===== config.mk =====
export PLATFORM = sky130hd
export DESIGN_NAME = lane_permute_reg
export DESIGN_NICKNAME = d
export VERILOG_FILES = /design/src/rtl/lane_permute_pkg.sv /design/src/rtl/lane_permute_net.sv /design/src/rtl/lane_permute_reg.sv
export SDC_FILE = /design/constraint.sdc
export NUM_CORES = 1
export LEC_CHECK = 0
export CAP_MARGIN = 10
export CORE_MARGIN = 2
export CORE_UTILIZATION = 47
export CTS_CLUSTER_SIZE = 25
export DETAILED_ROUTE_END_ITERATION = 10
export PLACE_DENSITY_LB_ADDON = 0.05
export SYNTH_ARGS = -nofsm -noshare
export SYNTH_HDL_FRONTEND = slang
export SYNTH_SLANG_ARGS = --single-unit

===== constraint.sdc =====
create_clock -name clk -period 1.95 [get_ports clk]
set_input_delay 0.2925 -clock clk [delete_from_list [all_inputs] [get_ports clk]]
set_output_delay 0.2925 -clock clk [all_outputs]
set_load 0.05 [all_outputs]

===== src/rtl/lane_permute_pkg.sv =====
// Shared encodings for the lane permutation register bank.
package lane_permute_pkg;

  // Permutation mode encodings, as driven on the mode port
  localparam logic [1:0] MODE_HOLD   = 2'd0;
  localparam logic [1:0] MODE_SWAP   = 2'd1;
  localparam logic [1:0] MODE_ROT_UP = 2'd2;
  localparam logic [1:0] MODE_ROT_DN = 2'd3;

  // Control FSM states
  typedef enum logic [1:0] {
    ST_IDLE = 2'd0,
    ST_RUN  = 2'd1,
    ST_DONE = 2'd2
  } state_e;

endpackage


===== src/rtl/lane_permute_net.sv =====
// Combinational permutation network: maps the current lane vector and a mode
// to the lane vector after one permutation step. Every output lane reads only
// input lanes, so all lanes update from pre-step values.
module lane_permute_net
  import lane_permute_pkg::*;
#(
  parameter int unsigned WIDTH = 8,
  parameter int unsigned LANES = 2
) (
  input  logic [LANES*WIDTH-1:0] lanes_in,
  input  logic [1:0]             mode,
  output logic [LANES*WIDTH-1:0] lanes_out
);

  for (genvar i = 0; i < LANES; i++) begin : g_lane
    // Source lane index for each permutation, resolved at elaboration
    localparam int SrcUp = (i == 0) ? int'(LANES) - 1 : i - 1;
    localparam int SrcDn = (i == int'(LANES) - 1) ? 0 : i + 1;
    // Even lanes pair with the lane above; an unpaired top lane holds
    localparam int SrcSw = (i % 2 == 0) ? ((i + 1 < int'(LANES)) ? i + 1 : i) : i - 1;

    // Select the source lane for this output lane
    always_comb begin
      lanes_out[i*WIDTH +: WIDTH] = lanes_in[i*WIDTH +: WIDTH];
      case (mode)
        MODE_SWAP:   lanes_out[i*WIDTH +: WIDTH] = lanes_in[SrcSw*WIDTH +: WIDTH];
        MODE_ROT_UP: lanes_out[i*WIDTH +: WIDTH] = lanes_in[SrcUp*WIDTH +: WIDTH];
        MODE_ROT_DN: lanes_out[i*WIDTH +: WIDTH] = lanes_in[SrcDn*WIDTH +: WIDTH];
        default:     lanes_out[i*WIDTH +: WIDTH] = lanes_in[i*WIDTH +: WIDTH];
      endcase
    end
  end

endmodule


===== src/rtl/lane_permute_reg.sv =====
// Bank of LANES registers, WIDTH bits each, permuted together once per clock
// for a programmed number of steps (swap pairs, rotate up, rotate down, hold).
// Optional feature macro: LANE_PERMUTE_XSUM_EN adds an XOR checksum of the
// lanes (xsum) and a sticky flag (xsum_err) raised if the lanes ever disagree
// with it.
module lane_permute_reg
  import lane_permute_pkg::*;
#(
  parameter int unsigned WIDTH = 8,
  parameter int unsigned LANES = 2,
  parameter int unsigned CNT_W = 8
) (
  input  logic                   clk,
  input  logic                   reset,
  input  logic                   load,
  input  logic [LANES*WIDTH-1:0] load_data,
  input  logic                   start,
  input  logic [1:0]             mode,
  input  logic [CNT_W-1:0]       steps,
  output logic                   busy,
  output logic                   done,
  output logic [CNT_W-1:0]       remaining,
  output logic [LANES*WIDTH-1:0] data_out
`ifdef LANE_PERMUTE_XSUM_EN
  ,
  output logic [WIDTH-1:0]       xsum,
  output logic                   xsum_err
`endif
);

  state_e                 state_q;
  logic [1:0]             mode_q;
  logic [CNT_W-1:0]       remaining_q;
  logic [LANES*WIDTH-1:0] lanes_q;
  logic [LANES*WIDTH-1:0] lanes_next;
  logic                   busy_q;
  logic                   done_q;

  lane_permute_net #(
    .WIDTH (WIDTH),
    .LANES (LANES)
  ) u_net (
    .lanes_in  (lanes_q),
    .mode      (mode_q),
    .lanes_out (lanes_next)
  );

  // Control FSM, step counter and lane registers; busy/done are registered
  always_ff @(posedge clk) begin
    if (reset) begin
      state_q     <= ST_IDLE;
      mode_q      <= MODE_HOLD;
      remaining_q <= '0;
      lanes_q     <= '0;
      busy_q      <= 1'b0;
      done_q      <= 1'b0;
    end else begin
      done_q <= 1'b0;
      case (state_q)
        ST_IDLE: begin
          if (load) begin
            // Load takes priority; a coincident start is dropped
            lanes_q <= load_data;
          end else if (start) begin
            mode_q      <= mode;
            remaining_q <= steps;
            if (steps != '0) begin
              state_q <= ST_RUN;
              busy_q  <= 1'b1;
            end else begin
              state_q <= ST_DONE;
              done_q  <= 1'b1;
            end
          end
        end
        ST_RUN: begin
          lanes_q     <= lanes_next;
          remaining_q <= remaining_q - 1'b1;
          if (remaining_q == CNT_W'(1)) begin
            state_q <= ST_DONE;
            busy_q  <= 1'b0;
            done_q  <= 1'b1;
          end
        end
        ST_DONE: begin
          state_q <= ST_IDLE;
        end
        default: begin
          state_q <= ST_IDLE;
          busy_q  <= 1'b0;
        end
      endcase
    end
  end

  assign busy      = busy_q;
  assign done      = done_q;
  assign remaining = remaining_q;
  assign data_out  = lanes_q;

`ifdef LANE_PERMUTE_XSUM_EN
  logic [WIDTH-1:0] xsum_q;
  logic             xsum_err_q;
  logic [WIDTH-1:0] lanes_fold;
  logic [WIDTH-1:0] load_fold;

  // XOR-fold of the live lanes and of the incoming load vector
  always_comb begin
    lanes_fold = '0;
    load_fold  = '0;
    for (int i = 0; i < int'(LANES); i++) begin
      lanes_fold = lanes_fold ^ lanes_q[i*WIDTH +: WIDTH];
      load_fold  = load_fold ^ load_data[i*WIDTH +: WIDTH];
    end
  end

  // Checksum tracks loads only; any permutation must leave the fold unchanged
  always_ff @(posedge clk) begin
    if (reset) begin
      xsum_q     <= '0;
      xsum_err_q <= 1'b0;
    end else begin
      if (state_q == ST_IDLE && load) begin
        xsum_q <= load_fold;
      end
      if (lanes_fold != xsum_q) begin
        xsum_err_q <= 1'b1;
      end
    end
  end

  assign xsum     = xsum_q;
  assign xsum_err = xsum_err_q;
`endif

endmodule


==> results_dict.tcl, run 1 <==
set metrics [dict create \
    status "completed" \
    die-width_um 60.2 \
    drt-total-wl_um 4120 \
    mostFrequentLayoutCells "52 x clkdlybuf4s50_1, 39 x nand2_1, 30 x dfxtp_1, 23 x nor2_1, 16 x a311oi_1" \
    synth_top_family_by_area "simple AND/OR/NAND/NOR gates" \
    worstMarginPinSlew_ns 0.604 \
    gp_congestion 0.848 \
    ys_warn_count 0 \
    die-height_um 60.2 \
    crit_path_max_fanout 5 \
    dieArea_um2 3620 \
    finalSetupViolCount 0 \
    muxShareOfSynthArea_pct 1.35 \
    slowest_stage "clkdlybuf4s50_1" \
    final_util_pct 71.9 \
    h-tree-depth 2 \
    crit_type "reg -> out" \
    wl_per_cell_um 14.5 \
    syn2layout_area_growth_pct 46.8 \
    grt_antenna_before_repair 0 \
    yosys.area_share.adder_pct 1.69 \
    track_usage_pct 24.4 \
    finalSetupTns_ns 0 \
    synth_xor_area_share_pct 0.590 \
    synth_cells 183 \
    crit_required_ns 1.66 \
    cp_slowest_stage_delay_ns 0.83 \
    ctsLongestPathBuffers 2 \
    setup_ws_ns 0.0773 \
    io_pins 56 \
    seqPwrFrac_pct 38.9 \
    antenna_cells 0 \
    drtAntennaViolNets 0 \
    synth_cell_types 38 \
    layout_commonest_cell "clkdlybuf4s50_1" \
    first_global_vias 1484 \
    drcViolationCount 0 \
    preCtsSetupSlack_ns 0.0485 \
    total_leakage_power_nw 0.855 \
    worstPathArrival_ns 1.58 \
    synth-simple-area-share_pct 25.8 \
    drtIter0Drc 95 \
    hold_buffers 0 \
    p_int_mw 1.19 \
    fin_crit_sh_pct 96.0 \
    p_sw_share_pct 36.9 \
    avgSynthCellArea_um2 8.11 \
    startpoint "remaining[7]" \
    path_delay_family "buffers and inverters" \
    finalHoldViolations 0 \
    vias 1609 \
    min_path_type "reg -> reg" \
    synth-main-ff-cell "dfxtp_1" \
    power_frac_comb_pct 36.5 \
    crit_chain "clkdlybuf4s50_1" \
    synthArstFlopShare_pct 0 \
    core_area_um2 3030 \
    clkPwrFrac_pct 24.6 \
    syn_area_um2 1480 \
    cp-end-kind "output port" \
    routed_via_density 5.65 \
    drtPass1Iterations 4 \
    synth-compound-area-share_pct 24.4 \
    cts_made_buffers 5 \
    max_slew_margin_pct 59.4 \
    cts.sink_count 30 \
    synth_fp_nets 215 \
    timing.final.crit_period_ns 1.87 \
    yosysSeqAreaShare_pct 40.5 \
    port_buffers 55 \
    finClkSkew_ns 0.00884 \
    rsz0062_at_grt "no" \
    crit_buf_inv 1 \
    grt_max_degree 33 \
    vdd_drop_max_uv 437 \
    final_nets 272 \
    synth_edf_count 0 \
    clk_pin_slew_worst_paths_ns 0.10 \
    root_buffer "clkbuf_4" \
    drv_slew 0 \
    cts_tree "built" \
    regToRegStartpoint "remaining[3]" \
    holdCritStartpoint "state_q[1]" \
    hpwl_um 2990 \
    powerDensity_nw_per_um2 864 \
    grt_pass1_wl_um 6590 \
    drive_gt1_share_pct 8.71 \
    switching_power_mw 0.694 \
    start_util_pct 49.0 \
    ys_ff_latch 30 \
    rows 20 \
    maxCapViolCount 0 \
    overflow 0 \
    fmax_ghz 0.534 \
    n_fill_cell 246 \
    insertion_delay_ns 0.33 \
    worstSetupStartpointType "register" \
]
[state kept, by name, summed over array words and instances (netlist names)]
register,flops
data_out,16
state_q,2
busy,1
mode_q,2
remaining,8
done,1
[per-layer routing]
layer / vias up / GRT usage (%) / wire [um]
met2: 61 / 42.9 / 2080
li1: 780 / - / -
met4: 0 / 8.89 / 95
met3: 11 / 8.01 / 281
met1: 757 / 27.2 / 1660
met5: - / 0 / 0
[cell families (layout without fill, tap and decap cells)]
| group | Yosys count | after routing |
|---|---|---|
| compound gates | 45 | 45 |
| buf+inv | 17 | 75 |
| flops | 30 | 30 |
| mux | 2 | 2 |
| simple gates | 86 | 86 |
| fa+ha+maj | 2 | 2 |
| xor+xnor | 1 | 1 |
[cell usage after synthesis, drive strengths merged (2+ instances only)]
| master | instances | share of area (%) |
|---|---|---|
| a211oi | 7 | 4.4 |
| a21oi | 9 | 3.3 |
| a311oi | 16 | 9.4 |
| buf | 7 | 3.2 |
| clkbuf | 6 | 1.5 |
| dfxtp | 30 | 40 |
| ha | 2 | 1.7 |
| inv | 4 | 1.0 |
| mux2i | 2 | 1.3 |
| nand2 | 39 | 9.9 |
| nand2b | 4 | 1.7 |
| nand3 | 2 | 0.67 |
| nor2 | 24 | 6.2 |
| nor3 | 5 | 2.0 |
| nor4 | 4 | 1.7 |
| o21ai | 3 | 1.0 |
| o32ai | 2 | 1.2 |
| or3 | 3 | 1.3 |
[power groups by stage]
| stage | Combinational (mW) | Clock, mW | Sequential (mW) |
|---|---|---|---|
| floorplan | 0.238 | 0 | 0.945 |
| global placement | 0.668 | 0 | 0.741 |
| detailed placement | 0.683 | 0 | 0.747 |
| CTS | 0.686 | 0.465 | 0.733 |
| global route | 0.733 | 0.492 | 0.741 |
| finish | 0.686 | 0.463 | 0.732 |
[worst paths after layout]
path	endpoint	slack (ns)	depth (start not counted)
hold / removal	done	0.49	1
hold reg to reg	done	0.49	1
setup reg to reg	remaining[7]	0.34	4
setup / recovery	remaining[7]	0.08	1
[through the flow]
step	area (um2)	std cells	hold WS (ns)	total power [mW]
3_3_place_gp	2090	277	0.461	1.41
6_report	2180	285	0.485	1.88
2_1_floorplan	1480	183	0.440	1.18
5_1_grt	2180	285	0.521	1.97
3_5_place_dp	2090	277	0.469	1.43
4_1_cts	2170	285	0.485	1.88
[cell type report]
type	instances	area (um2)	share of cell area, %
Clock buffer	8	78.8	3.62
Inverter	4	15.0	0.689
Multi-Input combinational cell	136	798	36.6
Sequential cell	30	601	27.6
Tap cell	44	55.1	2.53
Timing Repair Buffer	63	631	28.9
[timing repair]
action	in CTS	in global routing
buffers inserted	0	0
endpoints found under the setup margin	0	3
gates resized for setup	0	3
Power figures use the tool's default switching activity.
==> run 2: changes to the inputs <==
==> constraint.sdc (replaced) <==
create_clock -name clk -period 1.95 [get_ports clk]
set_input_delay 0.4875 -clock clk [delete_from_list [all_inputs] [get_ports clk]]
set_output_delay 0.4875 -clock clk [all_outputs]
set_load 0.05 [all_outputs]
==> run 2 against run 1 <==
Critical path depth increased by 4. Global-route usage fell by 0.065 points. Core utilization fell by 0.29 points. Via count shrank 0.37%. Final cell count grew 3.9%. Design area shrank 0.40%. Sequential share of layout area increased by 0.11 points. Flip-flop and latch count is the same. Sequential power grew 2%. Wire length decreased by 1.8%. Critical path type is now in -> reg. Largest power group unchanged.
==> results_dict.tcl, run 2 (synthesized netlist as in run 1, its figures left out) <==
set metrics [dict create \
    final_nets 283 \
    powerDensity_nw_per_um2 839 \
    drcViolationCount 0 \
    drtPass1Iterations 4 \
    fin_crit_sh_pct 82.2 \
    r2r_end "data_out[1]" \
    finalPower_mw 1.82 \
    finalSetupTns_ns 0 \
    regToRegStartpoint "state_q[0]" \
    preCtsSetupSlack_ns -0.00459 \
    cts.sink_count 30 \
    p_sw_share_pct 38.7 \
    startpoint "load" \
    crit_path_max_fanout 6 \
    routed_via_density 5.42 \
    vdd_drop_max_uv 522 \
    ctsResizeCount 0 \
    mostFrequentLayoutCells "44 x buf_4, 39 x nand2_1, 30 x dfxtp_1, 29 x clkdlybuf4s50_1, 23 x nor2_1" \
    io_pins 56 \
    dieArea_um2 3620 \
    status "completed" \
    h-tree-depth 2 \
    largest_register_ffs 16 \
    crit_chain "clkdlybuf4s50_1 > nand2b_1 > a21o_1 > a222oi_1 > nor2_1" \
    crit_path_end "remaining[2]" \
    cts_made_buffers 5 \
    slowest_stage "clkdlybuf4s50_1" \
    finClkSkew_ns 0.00385 \
    grt_max_degree 33 \
    maxCapViolCount 0 \
    ff2ff_setup_slack_ns 0.36 \
    worst_r2r_path_depth 5 \
    timing.final.crit_period_ns 1.60 \
    ctsLongestPathBuffers 2 \
    max_slew_margin_pct 69.6 \
    final_cells 296 \
    dpl-instance-area_um2 2110 \
    hold_ws_ns 0.497 \
    port_buffers 55 \
    clk_pin_slew_worst_paths_ns 0.10 \
    insertion_delay_ns 0.33 \
    switching_power_mw 0.705 \
    cts_setup_buffers 0 \
    antenna_cells 0 \
    drtAntennaViolNets 0 \
    finalHoldViolations 0 \
    first_global_vias 1470 \
    drtIter0Drc 88 \
    grt_antenna_before_repair 0 \
    final_util_pct 71.7 \
    wl_per_cell_um 13.7 \
    die-width_um 60.2 \
    layout_commonest_cell "buf_4" \
    drv_slew 0 \
    crit_required_ns 2.18 \
    root_buffer "clkbuf_4" \
    worstMarginPinSlew_ns 0.455 \
    syn2layout_area_growth_pct 46.2 \
    vias 1603 \
    hold_buffers 0 \
    clkPwrFrac_pct 21.9 \
    rsz0062_at_grt "no" \
    core_area_um2 3030 \
    p_int_mw 1.12 \
    worstPathArrival_ns 1.83 \
    track_usage_pct 24.4 \
    seqPwrFrac_pct 40.8 \
    grt_pass1_wl_um 6640 \
    final_area_um2 2170 \
    gp_congestion 0.912 \
    start_util_pct 49.0 \
    cts_tree "built" \
    min_path_type "reg -> reg" \
    n_fill_cell 256 \
    total_leakage_power_nw 0.894 \
    finalSetupViolCount 0 \
    fmax_ghz 0.624 \
    setup_ws_ns 0.347 \
    drt-total-wl_um 4050 \
    power_frac_comb_pct 37.2 \
    crit_type "in -> reg" \
    rows 20 \
    worstSetupStartpointType "primary input" \
    cp_slowest_stage_delay_ns 0.42 \
    dp_cells 288 \
    hpwl_um 3050 \
    die-height_um 60.2 \
    cp-end-kind "register" \
    overflow 0 \
    drive_gt1_share_pct 22.6 \
]
==> run 2: cell count changes in the layout (fill, tap and decap cells not counted), sizes merged <==
cell | previous run | this run
buf | 8 | 45
clkbuf | 8 | 7
clkdlybuf4s50 | 52 | 29
clkinv | 0 | 1
dlymetal6s2s | 3 | 0
==> run 2: power groups by stage <==
stage	combinational, mW	sequential, mW	clock, mW
2_1_floorplan	0.238	0.945	0
3_5_place_dp	0.675	0.756	0
3_3_place_gp	0.660	0.752	0
5_1_grt	0.728	0.754	0.429
6_report	0.678	0.743	0.399
4_1_cts	0.677	0.743	0.404
==> run 2: area by class of cell <==
cell class | count | area [um2] | share of cell area [%]
tap | 44 | 55.1 | 2.54
inverter | 4 | 15.0 | 0.692
clock inverter | 1 | 5.00 | 0.231
timing repair buffer | 74 | 641 | 29.5
sequential | 30 | 601 | 27.7
multi-input combinational | 136 | 798 | 36.8
clock buffer | 7 | 55.1 | 2.54
==> run 2: how the worst min path moves through the flow <==
stage / from / end / slack, ns / cells past startpoint
6_report: busy / busy / 0.50 / 2
5_1_grt: data_out[11] / data_out[3] / 0.53 / 2
4_1_cts: busy / busy / 0.50 / 2
3_5_place_dp: busy / busy / 0.48 / 2
3_3_place_gp: mode_q[0] / mode_q[0] / 0.48 / 2
2_1_floorplan: mode_q[0] / mode_q[0] / 0.46 / 2
==> run 2: critical path: cells and delay by family <==
family | cells | cell delay, ns
simple gates | 2 | 0.29
compound gates | 2 | 0.63
buf+inv | 1 | 0.42
==> run 2: per-layer routing <==
metal	wire, um	up-vias	share of wire, %	track usage [%]
li1	-	808	-	-
met1	1750	742	43	30.1
met2	2030	46	50	41.1
met3	209	7	5.2	4.76
met4	60	0	1.5	9.84
met5	0	-	0	0
==> run 3: changes to the inputs <==
--- a/config.mk
+++ b/config.mk
@@ -7,7 +7,7 @@
 export LEC_CHECK = 0
 export CAP_MARGIN = 10
 export CORE_MARGIN = 2
-export CORE_UTILIZATION = 47
+export CORE_UTILIZATION = 43
 export CTS_CLUSTER_SIZE = 25
 export DETAILED_ROUTE_END_ITERATION = 10
 export PLACE_DENSITY_LB_ADDON = 0.05
==> constraint.sdc (replaced) <==
create_clock -name clk -period 1.5 [get_ports clk]
set_input_delay 0.375 -clock clk [delete_from_list [all_inputs] [get_ports clk]]
set_output_delay 0.375 -clock clk [all_outputs]
set_load 0.05 [all_outputs]
==> run 3 against run 2 <==
Clock power grew 22%. Core utilization up 9.7 points. Global-route usage rose by 1.3 points. Power rose by 49%. Die area grew 8.7%. Count of clock-buffer cells in the layout shrank 1. Worst setup slack worse by 0.29 ns. Design area grew 25%. Register-to-register slack worse by 0.30 ns. Flip-flop and latch count is the same. Hold slack gained 0.018 ns.
==> results_dict.tcl, run 3 (synthesized netlist as in run 1, its figures left out) <==
set metrics [dict create \
    vdd_drop_max_uv 530 \
    io_pins 56 \
    final_util_pct 81.3 \
    status "completed" \
    drtIter0Drc 119 \
    cts_tree "built" \
    fin_crit_sh_pct 95.8 \
    grt_max_degree 28 \
    worstMarginPinSlew_ns 0.374 \
    layout_commonest_cell "nand2_1" \
    finClkSkew_ns 0.00692 \
    insertion_delay_ns 0.33 \
    n_fill_cell 230 \
    seqCellArea_um2 607 \
    finalSetupTns_ns 0 \
    grt_pass1_wl_um 7980 \
    powerDensity_nw_per_um2 998 \
    core_area_um2 3340 \
    drv_slew 0 \
    crit_path_max_fanout 4 \
    total_leakage_power_nw 1.09 \
    drtAntennaViolNets 0 \
    setup_ws_ns 0.0624 \
    drtPass1Iterations 5 \
    overflow 0 \
    final_area_um2 2710 \
    finalSetupViolCount 0 \
    rows 21 \
    min_path_type "reg -> reg" \
    first_global_vias 1725 \
    mostFrequentLayoutCells "39 x nand2_1, 30 x buf_4, 28 x clkdlybuf4s50_1, 27 x buf_12, 25 x dfxtp_1" \
    worstSetupStartpointType "register" \
    syn2layout_area_growth_pct 82.9 \
    antenna_cells 0 \
    vias 1775 \
    final_cells 310 \
    finalPower_mw 2.71 \
    die-width_um 62.7 \
    cts.sink_count 30 \
    wl_per_cell_um 16.5 \
    drcViolationCount 0 \
    port_buffers 55 \
    start_util_pct 44.5 \
    clk_pin_slew_worst_paths_ns 0.09 \
    cp-end-kind "register" \
    die-height_um 62.7 \
    cts_made_buffers 5 \
    max_slew_margin_pct 74.9 \
    finalHoldViolations 0 \
    drt-total-wl_um 5100 \
    hold_ws_ns 0.514 \
    final_nets 297 \
    hpwl_um 3550 \
    worstPathArrival_ns 1.67 \
    drive_gt1_share_pct 32.6 \
    dieArea_um2 3940 \
    h-tree-depth 2 \
    multi_input_area_um2 875 \
    timing.final.crit_period_ns 1.44 \
    dp_cells 301 \
    gp_congestion 0.921 \
    hold_buffers 0 \
    preCtsSetupSlack_ns -0.444 \
    maxCapViolCount 0 \
    routed_via_density 5.73 \
    ctsLongestPathBuffers 2 \
    crit_type "reg -> reg" \
    crit_required_ns 1.73 \
    grt_antenna_before_repair 0 \
    fmax_ghz 0.696 \
    dpl-instance-area_um2 2520 \
    largest_register_ffs 16 \
    root_buffer "clkbuf_4" \
    track_usage_pct 25.6 \
]
run 3: cell count changes in the layout (fill, tap and decap cells not counted), moves of 5 or more:
cell      previous run  this run
buf_12               1        27
dfxtp_2              0         5
a311oi_2             0         6
dfxtp_1             30        25
a311oi_1            16        10
buf_4               44        30
run 3: worst paths after layout:
| kind | start | end | slack, ns | cells after the start |
|---|---|---|---|---|
| max | remaining[3] | remaining[6] | 0.06 | 4 |
| min | mode_q[1] | mode_q[1] | 0.51 | 2 |
| max reg2reg | remaining[3] | remaining[6] | 0.06 | 4 |
| min reg2reg | mode_q[1] | mode_q[1] | 0.51 | 2 |
run 3: repair_timing:
action,4_1_cts,5_1_grt
setup buffers,0,1
pin swaps,2,7
gates resized for setup,4,11
endpoints found under the setup margin,3,20
cloned,0,2
hold endpoints to repair,0,0
run 3: layout make-up:
type	count	area share, %
repair buffers	88	40.8
clock buffers	6	1.89
multi-input cells	136	32.2
inverters	4	0.553
flip-flops and latches	30	22.4
well taps	46	2.12
run 3: critical path, stage by stage (launching register included):
cell and delay, ns:
dfxtp_2 0.35, or3_1 0.41, o21ai_1 0.17, a21oi_1 0.09, a2111oi_2 0.32
run 3: layer usage:
metal	GRT usage (%)	vias up	wire [um]
met5	0	-	0
met4	10.6	0	129
met3	7.39	14	342
met2	43.0	77	2560
met1	30.6	849	2070
li1	-	835	-
run 3: power breakdown:
part           switching (mW)  leakage, nW  total (mW)  internal, mW
sequential              0.115        0.250       0.998         0.883
combinational           0.613        0.810        1.23         0.613
clock                   0.274       0.0302       0.485         0.211
